`src/rtl/hazard_ctrl.sv`:
```
// hazard_ctrl: stall/flush control for the 5-stage pipeline.
// Define HAZARD_PERF_EN to add saturating stall/flush event counters.
module hazard_ctrl #(
    parameter int MULDIV_LAT = 4,
    parameter int REG_AW     = 5
) (
    input  logic              clk,
    input  logic              rst_n,
    input  logic [REG_AW-1:0] id_rs1,
    input  logic [REG_AW-1:0] id_rs2,
    input  logic              id_use_rs1,
    input  logic              id_use_rs2,
    input  logic [REG_AW-1:0] ex_rd,
    input  logic              ex_mem_read,
    input  logic              ex_muldiv,
    input  logic              ex_branch_taken,
    input  logic              mem_access,
    input  logic              dmem_ready,
    input  logic              imem_ready,
    output logic              pc_stall,
    output logic              if_id_stall,
    output logic              if_id_flush,
    output logic              id_ex_stall,
    output logic              id_ex_flush,
    output logic              ex_mem_stall,
    output logic              ex_mem_flush,
    output logic              mem_wb_flush,
    output logic              muldiv_busy
`ifdef HAZARD_PERF_EN
    ,
    output logic [31:0]       perf_stall_cnt,
    output logic [31:0]       perf_flush_cnt
`endif
);

    localparam int CW = (MULDIV_LAT > 2) ? $clog2(MULDIV_LAT) : 1;
    localparam logic [CW-1:0] CNT_INIT = CW'(MULDIV_LAT - 2);

    typedef enum logic {
        RUN    = 1'b0,
        MULDIV = 1'b1
    } state_e;

    state_e        state_q, state_d;
    logic [CW-1:0] cnt_q, cnt_d;

    logic dmem_wait;
    logic md_trig;
    logic md_hold;
    logic load_use;
    logic rs1_hit;
    logic rs2_hit;

    assign dmem_wait = mem_access & ~dmem_ready;
    assign md_trig   = (state_q == RUN) & ex_muldiv;
    // Countdown nonzero means EX is still occupied after this cycle.
    assign md_hold   = (state_q == MULDIV) & (cnt_q != '0);
    assign rs1_hit   = id_use_rs1 & (id_rs1 == ex_rd);
    assign rs2_hit   = id_use_rs2 & (id_rs2 == ex_rd);
    assign load_use  = ex_mem_read & (ex_rd != '0) & (rs1_hit | rs2_hit);

    // State and countdown register
    always_ff @(posedge clk or negedge rst_n) begin
        if (!rst_n) begin
            state_q <= RUN;
            cnt_q   <= '0;
        end else begin
            state_q <= state_d;
            cnt_q   <= cnt_d;
        end
    end

    // Next-state: a data-memory wait freezes the whole sequencer
    always_comb begin
        state_d = state_q;
        cnt_d   = cnt_q;
        if (!dmem_wait) begin
            unique case (state_q)
                RUN: begin
                    if (ex_muldiv) begin
                        state_d = MULDIV;
                        cnt_d   = CNT_INIT;
                    end
                end
                MULDIV: begin
                    if (cnt_q != '0) begin
                        cnt_d = cnt_q - 1'b1;
                    end else begin
                        state_d = RUN;
                    end
                end
                default: begin
                    state_d = RUN;
                    cnt_d   = '0;
                end
            endcase
        end
    end

    // Outputs: only the highest-priority active hazard drives them
    always_comb begin
        pc_stall     = 1'b0;
        if_id_stall  = 1'b0;
        if_id_flush  = 1'b0;
        id_ex_stall  = 1'b0;
        id_ex_flush  = 1'b0;
        ex_mem_stall = 1'b0;
        ex_mem_flush = 1'b0;
        mem_wb_flush = 1'b0;
        muldiv_busy  = (state_q == MULDIV);
        if (dmem_wait) begin
            pc_stall     = 1'b1;
            if_id_stall  = 1'b1;
            id_ex_stall  = 1'b1;
            ex_mem_stall = 1'b1;
            mem_wb_flush = 1'b1;
        end else if (md_trig | md_hold) begin
            pc_stall     = 1'b1;
            if_id_stall  = 1'b1;
            id_ex_stall  = 1'b1;
            ex_mem_flush = 1'b1;
        end else if (ex_branch_taken) begin
            if_id_flush  = 1'b1;
            id_ex_flush  = 1'b1;
        end else if (load_use) begin
            pc_stall     = 1'b1;
            if_id_stall  = 1'b1;
            id_ex_flush  = 1'b1;
        end else if (!imem_ready) begin
            pc_stall     = 1'b1;
            if_id_flush  = 1'b1;
        end
    end

`ifdef HAZARD_PERF_EN
    logic [31:0] stall_cnt_q, stall_cnt_d;
    logic [31:0] flush_cnt_q, flush_cnt_d;

    // Saturating event counts
    always_comb begin
        stall_cnt_d = stall_cnt_q;
        flush_cnt_d = flush_cnt_q;
        if (pc_stall && stall_cnt_q != 32'hFFFF_FFFF) begin
            stall_cnt_d = stall_cnt_q + 32'd1;
        end
        if ((if_id_flush | id_ex_flush) && flush_cnt_q != 32'hFFFF_FFFF) begin
            flush_cnt_d = flush_cnt_q + 32'd1;
        end
    end

    // Counter registers
    always_ff @(posedge clk or negedge rst_n) begin
        if (!rst_n) begin
            stall_cnt_q <= '0;
            flush_cnt_q <= '0;
        end else begin
            stall_cnt_q <= stall_cnt_d;
            flush_cnt_q <= flush_cnt_d;
        end
    end

    assign perf_stall_cnt = stall_cnt_q;
    assign perf_flush_cnt = flush_cnt_q;
`endif

endmodule

```
`config.mk`:
```
export PLATFORM = sky130hd
export DESIGN_NAME = hazard_ctrl
export DESIGN_NICKNAME = d
export VERILOG_FILES = /design/src/rtl/hazard_ctrl.sv
export SDC_FILE = /design/constraint.sdc
export NUM_CORES = 1
export LEC_CHECK = 0
export CAP_MARGIN = 5
export CORE_AREA = 2 2 39 41
export CTS_BUF_LIST = sky130_fd_sc_hd__clkbuf_16
export CTS_CLUSTER_SIZE = 30
export DETAILED_ROUTE_END_ITERATION = 12
export DIE_AREA = 0 0 41 43
export PLACE_DENSITY = 0.76
export SYNTH_ARGS = -nofsm -noshare
export SYNTH_HDL_FRONTEND = slang
export SYNTH_SLANG_ARGS = --single-unit
```
`constraint.sdc`:
```
create_clock -name clk -period 2.16 [get_ports clk]
set_clock_uncertainty 0.15 [all_clocks]
set_input_delay 0.432 -clock clk [delete_from_list [all_inputs] [get_ports clk]]
set_output_delay 0.432 -clock clk [all_outputs]
set_load 0.1 [all_outputs]
```
==> summary.md <==
| Metric | Value |
|---|---|
| Status | finished with violations |
| Failing checks | setup timing |
| Final cycle utilization of the critical path | 107% |
| Post-synthesis cell area | around 350 µm² |
| Post-Syn Nets | 72 |
| Tmin final | 2310 ps |
| Post-synthesis sequential area ratio | 21.3% |
| Diode count | 0 |
| Yosys warning count | 0 |
| RSZ-0062 raised after global routing | yes |
| Critical Path AT | about 1700 ps |
| Grt ovf | 0 |
| Hold Vio Cnt, Final | 0 |
| Initial DRC count | 1 |
| Crit path cell chain | buf_8 -> or4_4 -> o21ai_2 -> or2b_4 -> o21a_4 -> buf_12 |
| Row count | 14 |
| Commonest non-fill, non-tap cell in the layout | buf_4 |
| Lkg Pwr | ~0.49 nW |
| CP Class | primary input to output pin |
| Detailed Route WL | between 1500 and 2000 µm |
| Synth Area per Inst | 7.67 µm² |
| MaxCap Viol Count | 0 |
| Final setup violating endpoints | 5 |
| Worst hold path type | primary input to asynchronous set/reset pin |
| Antenna violations before repair | 0 |
| Final GP Congestion | roughly 0.75 |
| Largest net degree at the start of global routing | 7 |
| Die area | 1760 µm² |
| CP max-delay cell | or4_4 |
| Finished Core Util | 80.8% |
| Max-Slew Margin vs Limit | 76.8% |
| Post-DRT Antenna Nets | 0 |
| Total core area | 1380 µm² |
| Crit path capture type | output pin |
| # hold bufs at CTS | 0 |
| DRC Markers | 0 |
| FF+latch count, synth | 3 |
| Via-per-instance ratio | 4.74 |
| Post-synthesis cell count | 46 |
| Total track usage | 21.1% |
| Startpoint types | primary input |
| CTS buffer count | 3 |
| WL per Instance | ~14 µm |
| Clk slew on worst S/H paths | 30 ps |
| Clk_lat worst skew | 230 ps |
| Crit path buffers/inverters | 2 |
| Die width | 41 µm |
| Total power | 1.61 mW |
| First-pass GRT wire length | 2370 µm |
| CTS H-tree depth | 1 |
| Die outline height | 43 µm |
| CP top delay family | simple AND/OR/NAND/NOR gates |
| Initial Utilization | around 25% |
| Nets | 124 |
| Max Freq | 433 MHz |
| Root Buffer | clkbuf_16 |
| Detail Placement HPWL | 980 µm |
| Cell Pwr Density | 1440 nW/µm² |
| Worst IR Drop VDD | 0.740 mV |
| CTS tree | built |
| Area added between synthesis and finish | 217% |
| Req. time, crit path | 1580 ps |
| Max incr delay on CP | 530 ps |
| Fin. max-slew vios | 0 |
| Share of layout cells above drive strength 1 | between 60% and 70% |
| Yosys cell types | 22 |
| Worst-path fanout max | 3 |
| TritonCTS Sinks | 3 |
| DR vias | 536 |
| Top Ports | 34 |
| Hold_ws | 237 ps |
| Max Root-Sink Buffers | 2 |
| Tightest Pin Transition | 348 ps |
| Crit path setup slack, layout | -148 ps |
| Most frequent cells in the layout | buf_4, buf_12, buf_2, clkdlybuf4s50_1 |
| Port bufs | 33 |
| Drt pass-1 iters | 4 |
| Vias in the first global route | ~600 |
final timing paths:
check | start | end | slack, ps | depth (start not counted)
max | ex_rd[1] | if_id_flush | -150 | 6
min | rst_n | muldiv_busy$_DFFE_PN0N_ | 240 | 1
max reg2reg | muldiv_busy$_DFFE_PN0N_ | cnt_q[0]$_DFFE_PN0P_ | 480 | 7
min reg2reg | cnt_q[1]$_DFFE_PN0P_ | cnt_q[1]$_DFFE_PN0P_ | 410 | 2
max in group asynchronous | rst_n | muldiv_busy$_DFFE_PN0N_ | 1460 | 1
min in group clk | cnt_q[1]$_DFFE_PN0P_ | cnt_q[1]$_DFFE_PN0P_ | 410 | 2
cell families after synthesis:
| logic type | after synthesis | share of synthesized area (%) |
|---|---|---|
| flip-flops | 3 | 21.3 |
| XOR/XNOR | 10 | 24.8 |
| AND/OR/NAND/NOR | 16 | 24.8 |
| adder cells (fa/ha/maj) | 1 | 3.55 |
| buffers and inverters | 6 | 7.45 |
| AO/OA/AOI/OAI | 10 | 18.1 |
layer usage:
layer  track usage [%]  routed length [µm]  vias to the layer above
li1                  -                   -                      256
met5                 0                   0                        -
met2              39.4                 914                       37
met3              8.38                 147                        6
met1              15.2                 412                      237
met4              14.0                  53                        0
worst reg2reg max path: stages, from the launching register on:
cell and delay, ps:
dfrtp_4 520, nand2b_1 180, buf_4 140, buf_4 130
a21oi_4 170, buf_4 150, nand3_1 80, o21ai_0 80
where the power goes:
group          switching, mW  internal (mW)
registers             0.0335         0.0901
logic                  0.705          0.485
clock network         0.0538          0.239
total                  0.792          0.814
cell usage after synthesis:
cell / count / share of area, %
nor2_1: 5 / 5.3
o21a_1: 1 / 2.1
inv_1: 5 / 5.3
nor4_1: 2 / 3.5
xnor2_1: 2 / 5.0
buf_4: 1 / 2.1
or2b_2: 1 / 2.5
ha_1: 1 / 3.5
o21ai_0: 3 / 4.3
nand3_1: 1 / 1.4
xor2_1: 8 / 20
o21ai_2: 1 / 2.5
a31oi_1: 1 / 1.8
nand2b_1: 3 / 5.3
nand2_1: 1 / 1.1
and3_1: 1 / 1.8
a32oi_1: 1 / 2.5
o31ai_1: 1 / 2.1
or4_1: 1 / 2.1
a21oi_1: 2 / 2.8
dfrtp_1: 3 / 21
and2_0: 1 / 1.8
per-stage QoR:
stage	instances	setup TNS [ps]	area [µm²]	setup WS, ps
after global routing	113	-834	1120	-200
after global placement	104	-2140	896	-547
after CTS	113	-494	1100	-139
after floorplan	46	-4150	388	-896
after detailed placement	104	-2320	896	-584
final	113	-547	1120	-148
sequential cells by signal (all words and copies together), names as in the netlist:
register and cells:
cnt_q 2, muldiv_busy 1
cell type report:
class	count	area, µm²
sequential	3	78.8
fill	89	265
inverter	5	22.5
tap	16	20.0
clock inverter	1	3.75
multi-input combinational	37	423
clock buffer	3	75.1
timing repair buffer	48	495
repair_timing:
item / 4_1_cts / 5_1_grt
buffers inserted: 5 / 0
setup endpoints to repair: 5 / 6
pin swaps: 16 / 6
resized for setup: 74 / 9
Power figures use the tool's default switching activity.
==> RTL change: new RTL, same settings <==
The option `HAZARD_PERF_EN` is turned on by a define.
--- a/src/rtl/hazard_ctrl.sv
+++ b/src/rtl/hazard_ctrl.sv
@@ -2,2 +2,4 @@
 // Define HAZARD_PERF_EN to add saturating stall/flush event counters.
+`define HAZARD_PERF_EN
+
 module hazard_ctrl #(
Formal check against the unedited RTL (old outputs only; new: perf_flush_cnt and perf_stall_cnt): equivalent (equiv_simple and equiv_induct, registers matched by name and starting in step).
==> RTL change against the unedited design <==
Area after synthesis rose to 9.6 times the old value. The flow now stops in global placement without I/O (3_1_place_gp_skip_io).
==> RTL change: results (changes against the unedited design) <==
| Metric | Value |
|---|---|
| Syn Area/Cell | 10.6 sq um (+38%) |
| Failed at | global placement without I/O (3_1_place_gp_skip_io) |
| Top cells by area, synth | dfrtp_1 50%, xnor2_1 12%, xor2_1 6.2% |
| #FFs+latches synth | 67 (+64) |
| Status | did not finish |
| Syn_nets | 347 (+380%) |
| Yosys Warn Count | 0 (unchanged) |
| Post-Synthesis Cells | 319 (+590%) |
| Post-synth top flop | dfrtp_1 |
| Share of the yosys chip area belonging to registers | 0.497 (+0.284) |
| Top cells by count, synth | 67 x dfrtp_1, 48 x xnor2_1, 25 x nand2_1 |
| Netlist cell types | 40 (+82%) |
| Stop Error | [ERROR GPL-0301] Utilization 276.821 % exceeds 100%. |
| Async set-or-reset flop fraction in the synthesized netlist | 1.00 (unchanged) |
## RTL change: changes by cell type after synthesis, sizes merged, moves of 14 or more
cell   delta
dfrtp    +64
xnor2    +46
nand3    +25
nand4    +25
nand2    +24
nor2     +17
xor2     +16
and3     +14
nor3     +14
## RTL change: logic make-up after synthesis
| logic type | share of synthesized area |
|---|---|
| fa+ha+maj | 0.0111 |
| simple gates | 0.247 |
| compound gates | 0.0234 |
| flops | 0.497 |
| mux | 0.00668 |
| xor+xnor | 0.187 |
| buf+inv | 0.0274 |
